File: src/rtl/rv_pipe_pkg.sv
// Shared RV32I pipeline types: decoded control bundle, the NOP control word and the x0 index.
package rv_pipe_pkg;

  typedef struct packed {
    logic       reg_write;
    logic       mem_read;
    logic       mem_write;
    logic       mem_to_reg;
    logic       alu_src;
    logic       branch;
    logic [3:0] alu_op;
  } ctrl_t;

  localparam ctrl_t      CTRL_NOP = '0;
  localparam logic [4:0] REG_X0   = 5'd0;

  // Clears every bit that could cause a side effect or a forwarding match.
  function automatic ctrl_t squash_ctrl(ctrl_t c, logic valid);
    ctrl_t r;
    r = c;
    if (!valid) begin
      r.reg_write = 1'b0;
      r.mem_read  = 1'b0;
      r.mem_write = 1'b0;
      r.branch    = 1'b0;
    end
    return r;
  endfunction

endpackage

File: src/rtl/load_use_detect.sv
// Combinational load-use hazard compare between the load in EX and the instruction in decode.
module load_use_detect
  import rv_pipe_pkg::*;
(
  input  logic       ex_valid_i,
  input  logic       ex_mem_read_i,
  input  logic [4:0] ex_rd_i,
  input  logic       id_valid_i,
  input  logic [4:0] id_rs1_i,
  input  logic [4:0] id_rs2_i,
  input  logic       id_uses_rs1_i,
  input  logic       id_uses_rs2_i,
  output logic       hazard_o
);

  logic ex_is_load;
  logic src_match;

  assign ex_is_load = ex_valid_i & ex_mem_read_i & (ex_rd_i != REG_X0);
  assign src_match  = (id_uses_rs1_i & (ex_rd_i == id_rs1_i)) |
                      (id_uses_rs2_i & (ex_rd_i == id_rs2_i));
  assign hazard_o   = ex_is_load & src_match & id_valid_i;

endmodule

File: src/rtl/id_ex_stage.sv
// ID/EX pipeline register with load-use bubble insertion and branch flush.
// Optional ID_EX_PERF_CNT_EN adds stall_cycles/flush_cycles event counters.
module id_ex_stage
  import rv_pipe_pkg::*;
#(
  parameter int unsigned XLEN             = 32,
  parameter int unsigned LOAD_USE_BUBBLES = 1
) (
  input  logic            clk,
  input  logic            rst,
  input  logic            id_valid,
  input  logic [XLEN-1:0] id_pc,
  input  logic [XLEN-1:0] id_rs1_data,
  input  logic [XLEN-1:0] id_rs2_data,
  input  logic [XLEN-1:0] id_imm,
  input  logic [4:0]      id_rs1,
  input  logic [4:0]      id_rs2,
  input  logic [4:0]      id_rd,
  input  logic            id_uses_rs1,
  input  logic            id_uses_rs2,
  input  logic            id_reg_write,
  input  logic            id_mem_read,
  input  logic            id_mem_write,
  input  logic            id_mem_to_reg,
  input  logic            id_alu_src,
  input  logic            id_branch,
  input  logic [3:0]      id_alu_op,
  input  logic            ex_flush,
  input  logic            hold,
  output logic            ex_valid,
  output logic [XLEN-1:0] ex_pc,
  output logic [XLEN-1:0] ex_rs1_data,
  output logic [XLEN-1:0] ex_rs2_data,
  output logic [XLEN-1:0] ex_imm,
  output logic [4:0]      ex_rs1,
  output logic [4:0]      ex_rs2,
  output logic [4:0]      ex_rd,
  output logic            ex_reg_write,
  output logic            ex_mem_read,
  output logic            ex_mem_write,
  output logic            ex_mem_to_reg,
  output logic            ex_alu_src,
  output logic            ex_branch,
  output logic [3:0]      ex_alu_op,
  output logic            pc_write,
`ifdef ID_EX_PERF_CNT_EN
  output logic [31:0]     stall_cycles,
  output logic [31:0]     flush_cycles,
`endif
  output logic            if_id_write
);

  // Remaining bubbles after the one being loaded now.
  localparam logic [1:0] BcntInit = 2'(LOAD_USE_BUBBLES - 1);

  ctrl_t id_ctrl;
  ctrl_t ctrl_q, ctrl_d;
  logic  valid_q, valid_d;
  logic  [1:0] bcnt_q, bcnt_d;
  logic  hazard;

  logic [XLEN-1:0] pc_q, rs1_data_q, rs2_data_q, imm_q;
  logic [4:0]      rs1_q, rs2_q, rd_q;

  assign id_ctrl = '{
    reg_write:  id_reg_write,
    mem_read:   id_mem_read,
    mem_write:  id_mem_write,
    mem_to_reg: id_mem_to_reg,
    alu_src:    id_alu_src,
    branch:     id_branch,
    alu_op:     id_alu_op
  };

  load_use_detect u_load_use_detect (
    .ex_valid_i    (valid_q),
    .ex_mem_read_i (ctrl_q.mem_read),
    .ex_rd_i       (rd_q),
    .id_valid_i    (id_valid),
    .id_rs1_i      (id_rs1),
    .id_rs2_i      (id_rs2),
    .id_uses_rs1_i (id_uses_rs1),
    .id_uses_rs2_i (id_uses_rs2),
    .hazard_o      (hazard)
  );

  always_comb begin
    valid_d     = valid_q;
    ctrl_d      = ctrl_q;
    bcnt_d      = bcnt_q;
    pc_write    = 1'b1;
    if_id_write = 1'b1;
    if (hold) begin
      pc_write    = 1'b0;
      if_id_write = 1'b0;
    end else if (rst) begin
      bcnt_d = '0;
    end else if (ex_flush) begin
      valid_d = 1'b0;
      ctrl_d  = CTRL_NOP;
      bcnt_d  = '0;
    end else if (hazard || (bcnt_q != '0)) begin
      // Bubble count is fixed at detection; the hazard is not re-checked mid-stall.
      valid_d     = 1'b0;
      ctrl_d      = CTRL_NOP;
      bcnt_d      = (bcnt_q == '0) ? BcntInit : bcnt_q - 2'd1;
      pc_write    = 1'b0;
      if_id_write = 1'b0;
    end else begin
      valid_d = id_valid;
      ctrl_d  = squash_ctrl(id_ctrl, id_valid);
    end
  end

  always_ff @(posedge clk) begin
    if (rst) begin
      valid_q    <= 1'b0;
      ctrl_q     <= CTRL_NOP;
      bcnt_q     <= '0;
      pc_q       <= '0;
      rs1_data_q <= '0;
      rs2_data_q <= '0;
      imm_q      <= '0;
      rs1_q      <= '0;
      rs2_q      <= '0;
      rd_q       <= '0;
    end else begin
      valid_q <= valid_d;
      ctrl_q  <= ctrl_d;
      bcnt_q  <= bcnt_d;
      // Data and indices are don't-care under a bubble, so they load on any non-hold cycle.
      if (!hold) begin
        pc_q       <= id_pc;
        rs1_data_q <= id_rs1_data;
        rs2_data_q <= id_rs2_data;
        imm_q      <= id_imm;
        rs1_q      <= id_rs1;
        rs2_q      <= id_rs2;
        rd_q       <= id_rd;
      end
    end
  end

  assign ex_valid      = valid_q;
  assign ex_pc         = pc_q;
  assign ex_rs1_data   = rs1_data_q;
  assign ex_rs2_data   = rs2_data_q;
  assign ex_imm        = imm_q;
  assign ex_rs1        = rs1_q;
  assign ex_rs2        = rs2_q;
  assign ex_rd         = rd_q;
  assign ex_reg_write  = ctrl_q.reg_write;
  assign ex_mem_read   = ctrl_q.mem_read;
  assign ex_mem_write  = ctrl_q.mem_write;
  assign ex_mem_to_reg = ctrl_q.mem_to_reg;
  assign ex_alu_src    = ctrl_q.alu_src;
  assign ex_branch     = ctrl_q.branch;
  assign ex_alu_op     = ctrl_q.alu_op;

`ifdef ID_EX_PERF_CNT_EN
  logic        stall_take, flush_take;
  logic [31:0] stall_cnt_q, flush_cnt_q;

  assign stall_take = ~rst & ~hold & ~ex_flush & (hazard | (bcnt_q != '0));
  assign flush_take = ~rst & ~hold & ex_flush;

  always_ff @(posedge clk) begin
    if (rst) begin
      stall_cnt_q <= '0;
      flush_cnt_q <= '0;
    end else begin
      if (stall_take) stall_cnt_q <= stall_cnt_q + 32'd1;
      if (flush_take) flush_cnt_q <= flush_cnt_q + 32'd1;
    end
  end

  assign stall_cycles = stall_cnt_q;
  assign flush_cycles = flush_cnt_q;
`endif

endmodule

File: config.mk
export PLATFORM = sky130hd
export DESIGN_NAME = id_ex_stage
export DESIGN_NICKNAME = d
export VERILOG_FILES = /design/src/rtl/rv_pipe_pkg.sv /design/src/rtl/load_use_detect.sv /design/src/rtl/id_ex_stage.sv
export SDC_FILE = /design/constraint.sdc
export NUM_CORES = 1
export LEC_CHECK = 0
export CAP_MARGIN = 20
export CORE_AREA = 2 2 146 148
export DETAILED_ROUTE_END_ITERATION = 8
export DIE_AREA = 0 0 148 150
export GPL_ROUTABILITY_DRIVEN = 0
export GPL_TIMING_DRIVEN = 0
export PLACE_DENSITY = 0.7
export SLEW_MARGIN = 20
export SYNTH_ARGS = -nofsm -noshare
export SYNTH_HDL_FRONTEND = slang
export SYNTH_HIERARCHICAL = 1
export SYNTH_SLANG_ARGS = --single-unit
File: constraint.sdc
create_clock -name clk -period 4.47 [get_ports clk]
set_clock_uncertainty 0.05 [all_clocks]
set_input_delay 0.894 -clock clk [delete_from_list [all_inputs] [get_ports clk]]
set_output_delay 0.894 -clock clk [all_outputs]
set_load 0.02 [all_outputs]
Word-level counts from Yosys, hierarchy flattened
Index checks and enable logic that the tools add are counted.
{"block": "totals", "register_bits": 156, "out_inout_bits": 156}
{"block": "op_classes", "addsub": 1, "n_eq_ne": 2, "n_mux": 13, "bitwise_logic": 8, "n_reduce_logical": 6}
{"op": "$mux 10", "count": 2}
{"op": "$eq 5x5->1", "count": 2}
{"op": "$mux 1", "count": 7}
{"op": "$and 1x1->1", "count": 6}
{"op": "$mux 2", "count": 3}
{"op": "$reduce_bool 5->1", "count": 1}
{"op": "$reduce_bool 2->1", "count": 2}
{"op": "$mux 3", "count": 1}
{"op": "$logic_not 2->1", "count": 1}
{"op": "$reduce_and 2->1", "count": 1}
{"op": "$sub 2x1->2 const B", "count": 1}
{"op": "$logic_or 1x1->1", "count": 1}
{"op": "$not 1->1", "count": 1}
{"op": "$or 1x1->1", "count": 1}

Depth between registers and ports, before layout
{"block": "depth", "ltp_word": 10, "ltp_mapped": 7, "ltp_nobuf": 6}

Hierarchy
The synthesis kept the hierarchy.
{"module": "id_ex_stage", "n_inst": 1, "cells_each": 506, "area_each_um2": 5525.3, "seq_area_each_um2": 3123.0}
{"module": "load_use_detect", "n_inst": 1, "cells_each": 17, "area_each_um2": 131.4, "seq_area_each_um2": 0.0}

Worst setup path after synthesis
Ideal clock, no wire load.
{"block": "synth_timing", "kind": "input to output", "startpoint": "input id_rs1[2]", "endpoint": "output pc_write", "t_arrival_ps": 2156, "path_slack_ps": 1370, "cell_stages": 7, "path_buffers": 1, "path_cell_list": "xor2_1 > nor4_1 > nand3_1 > a21oi_1 > or3_1 > a21oi_1 > buf_4"}
{"block": "synth_via", "elab_chain_cells": 10}
{"item": "start, declared", "line_no": "id_ex_stage.sv:16", "source": "input logic [4:0] id_rs1,"}
{"item": "$eq 5x5->1", "line_no": "load_use_detect.sv:20", "source": "assign src_match = (id_uses_rs1_i & (ex_rd_i == id_rs1_i)) |"}
{"item": "$and 1x1->1", "line_no": "load_use_detect.sv:20"}
{"item": "$or 1x1->1", "line_no": "load_use_detect.sv:20"}
{"item": "$and 1x1->1 (2 in a row)", "line_no": "load_use_detect.sv:22", "source": "assign hazard_o = ex_is_load & src_match & id_valid_i;"}
{"item": "via hazard", "line_no": "id_ex_stage.sv:60", "source": "logic hazard;"}
{"item": "$logic_or 1x1->1", "line_no": "id_ex_stage.sv:102", "source": "end else if (hazard || (bcnt_q != '0)) begin"}
{"item": "$mux 1 (4 in a row)"}
{"item": "end, declared", "line_no": "id_ex_stage.sv:45", "source": "output logic pc_write,"}
The timed path passes the listed nets, and every way through them passes these cells.

Final worst setup path
{"block": "layout_timing", "startpoint": "input id_rs1[4]", "endpoint": "output pc_write"}
{"block": "layout_via", "elab_chain_cells": 10}
{"item": "$eq 5x5->1", "line_no": "load_use_detect.sv:20"}
{"item": "$and 1x1->1", "line_no": "load_use_detect.sv:20"}
{"item": "$or 1x1->1", "line_no": "load_use_detect.sv:20"}
{"item": "$and 1x1->1 (2 in a row)", "line_no": "load_use_detect.sv:22"}
{"item": "via hazard", "line_no": "id_ex_stage.sv:60"}
{"item": "$logic_or 1x1->1", "line_no": "id_ex_stage.sv:102"}
{"item": "$mux 1", "line_no": "id_ex_stage.sv:102"}
{"item": "$mux 1", "line_no": "id_ex_stage.sv:98", "source": "end else if (ex_flush) begin"}
{"item": "$mux 1", "line_no": "id_ex_stage.sv:96", "source": "end else if (rst) begin"}
{"item": "$mux 1", "line_no": "id_ex_stage.sv:93", "source": "if (hold) begin"}
The timed path passes the listed nets, and every way through them passes these cells.

==> results_dict.tcl <==
set metrics [dict create \
    status "finished clean" \
    cts_tree "done" \
    synth_top_family_by_area "multiplexers" \
    min_from "ex_alu_src" \
    min_path_type "flip-flop to flip-flop" \
    yosysTopAreaCellShare_pct 55.2 \
    synth_edf_count 0 \
    final_cell_mix "314 x clkdlybuf4s50_1, 156 x dfxtp_1, 145 x nor2_1" \
    reg2reg_to "ex_mem_to_reg" \
    final_nets 1016 \
    final_common_cell "clkdlybuf4s50_1" \
    die_h_um 150 \
    slew_headroom_pct 58.7 \
    grt_remaining_overflow 0 \
    wire_per_inst_um 15.2 \
    antenna_found_initial 0 \
    power.density_nw_per_um2 384 \
    fillCellCount 1947 \
    period_needed_ns 4.15 \
    cts_resized 0 \
    drive_gt1_share_pct 5.98 \
    ys_warn_count 6 \
    yosys_register_bits 156 \
    worstPathBufferInverterCount 3 \
    avgSynthCellArea_um2 10.8 \
    grt_pass1_wl_um 26100 \
    synth-xor-area-share_pct 1.55 \
    power.share.clock_pct 43.3 \
    end_kind "output pin" \
    chipWidth_um 148 \
    drc_errors 0 \
    min_to "ex_alu_src" \
    arrival_ns 3.21 \
    switching_share_pct 24.6 \
    area.growth.synth_to_final_pct 73.2 \
    drtAntennaViolNets 0 \
    port_buffers 314 \
    cts_max_level 4 \
    clockBufferDepth 2 \
    dpl.hpwl_um 13200 \
    fmax_mhz 241 \
    yosysTopAreaCell "dfxtp_1" \
    max_slew.worst_pin.slew_ns 0.620 \
    num_antenna_cells 0 \
    ctsHoldBuffers 0 \
    internal_power_uw 2830 \
    clk_latency_ns 0.41 \
    grt_pass1_vias 4864 \
    peakVddDrop_uv 241 \
    min_path_cells 1 \
    synthAdderAreaFrac_pct 0 \
    cp_cell_sequence "clkdlybuf4s50_1 > xor2_1 > nor4_1 > nand3_1 > a21oi_1 > or3_1 > a21oi_1 > buf_4 > clkdlybuf4s50_1" \
    clk_root_buffer_cell "clkbuf_16" \
    synthArstFlopShare_pct 0 \
    ff2ff_path_depth 6 \
    comb_power_share_pct 16.4 \
    rrSetupSlack_ns 2.37 \
    cp.required_ns 3.53 \
    ys.flop_type "dfxtp_1" \
    slew_violations 0 \
    route.vias.total 4886 \
    dieArea_um2 22200 \
    final_util_pct 47.4 \
    p_leak_uw 0.00413 \
    crit_fanout 2 \
    drtIter0Drc 145 \
    postSynthCellCount 523 \
    gr-usage-all-layers_pct 15.2 \
    switching_power_uw 926 \
    grt_start_max_net_pins 17 \
    cts_setup_buffers 0 \
    num_rows 53 \
    rsz0062_at_grt "no" \
    fin_tns_setup_ns 0 \
    cp-start-kind "input pin" \
    synth_compound_area_share_pct 2.54 \
    cpMaxStageDelayCell "clkdlybuf4s50_1" \
    min_period_over_period_pct 92.8 \
    coreArea_um2 20700 \
    cpPeakStageDelay_ns 0.59 \
    ys_seq_area_share_pct 55.2 \
    max_cap_violations 0 \
    ys_types 25 \
    path_delay_family "buffers and inverters" \
    routed_wl_um 17400 \
    critical_path_depth 9 \
    synthSimpleGateAreaFrac_pct 11.4 \
    hold_violations 0 \
    io_pins 316 \
    start_util_pct 27.3 \
    setup_viol 0 \
    clock_sinks 156 \
    cts_made_buffers 17 \
    clk_pin_slew_ns 0.06 \
    r2r_start "ex_rd[3]" \
    synth_area_um2 5660 \
    drt-pass1-iter-count 4 \
    p_seq_share_pct 40.3 \
    syn-num-nets 683 \
    synthMuxAreaShare_pct 25.3 \
    vias_per_cell 4.27 \
    setup.worst_path.class "input pin to output pin" \
    synthTopCellsByArea "dfxtp_1 55%, mux2i_1 25%, nor2_1 9.6%" \
]
## Yosys cell counts, drive strengths merged, types with 2 or more instances
cell type  instances
a21oi              3
clkbuf            15
nor2             145
nand3              2
mux2i            143
xnor2              2
and2               4
nor2b              2
a32o              11
dfxtp            156
buf               22
nor4               3
xor2               8
## worst max-delay path by stage
stage                    from  endpoint
floorplan           id_rs1[2]  pc_write
global placement    id_rs1[4]  pc_write
detailed placement  id_rs1[4]  pc_write
CTS                 id_rs1[4]  pc_write
global route        id_rs2[4]  pc_write
finish              id_rs1[4]  pc_write
## cell families after synthesis
logic type / after synthesis
simple gates: 160
xor+xnor: 10
buf+inv: 38
flops: 156
mux: 143
compound gates: 16
## per-stage QoR
| stage | cells | hold slack, ns | power (uW) | area [um^2] | worst slack, ns |
|---|---|---|---|---|---|
| floorplan | 523 | 0.397 | 1820 | 5660 | 1.37 |
| global placement | 1112 | 0.398 | 2160 | 9140 | 0.294 |
| detailed placement | 1112 | 0.408 | 2170 | 9140 | 0.305 |
| CTS | 1144 | 0.423 | 3820 | 9800 | 0.278 |
| global route | 1144 | 0.430 | 3920 | 9800 | 0.190 |
| finish | 1144 | 0.419 | 3760 | 9800 | 0.321 |
## power by group through the flow
stage,logic (uW),clock network [uW],registers (uW)
floorplan,179,0,1640
global route,660,1730,1520
CTS,626,1680,1510
detailed placement,623,0,1540
finish,618,1630,1510
global placement,621,0,1540
## metal layers
metal	share of wire [%]	wire [um]	global-route usage, %	up-vias
met5	0	0	0	-
met4	2.4	414	5.95	0
met3	9.4	1630	6.25	28
met2	47	8240	26.0	213
met1	41	7100	16.9	2223
li1	-	-	-	2422
## cell type report
cell class | instances | area [um^2] | area share [%]
plain buffers | 37 | 223 | 2.27
clock inverters | 12 | 208 | 2.12
repair buffers | 314 | 3140 | 32.1
clock buffers | 20 | 447 | 4.56
inverters | 1 | 3.75 | 0.0383
well taps | 275 | 344 | 3.51
flip-flops and latches | 156 | 3120 | 31.9
multi-input cells | 329 | 2310 | 23.5
Note: power is estimated with default switching activity, not from simulation.
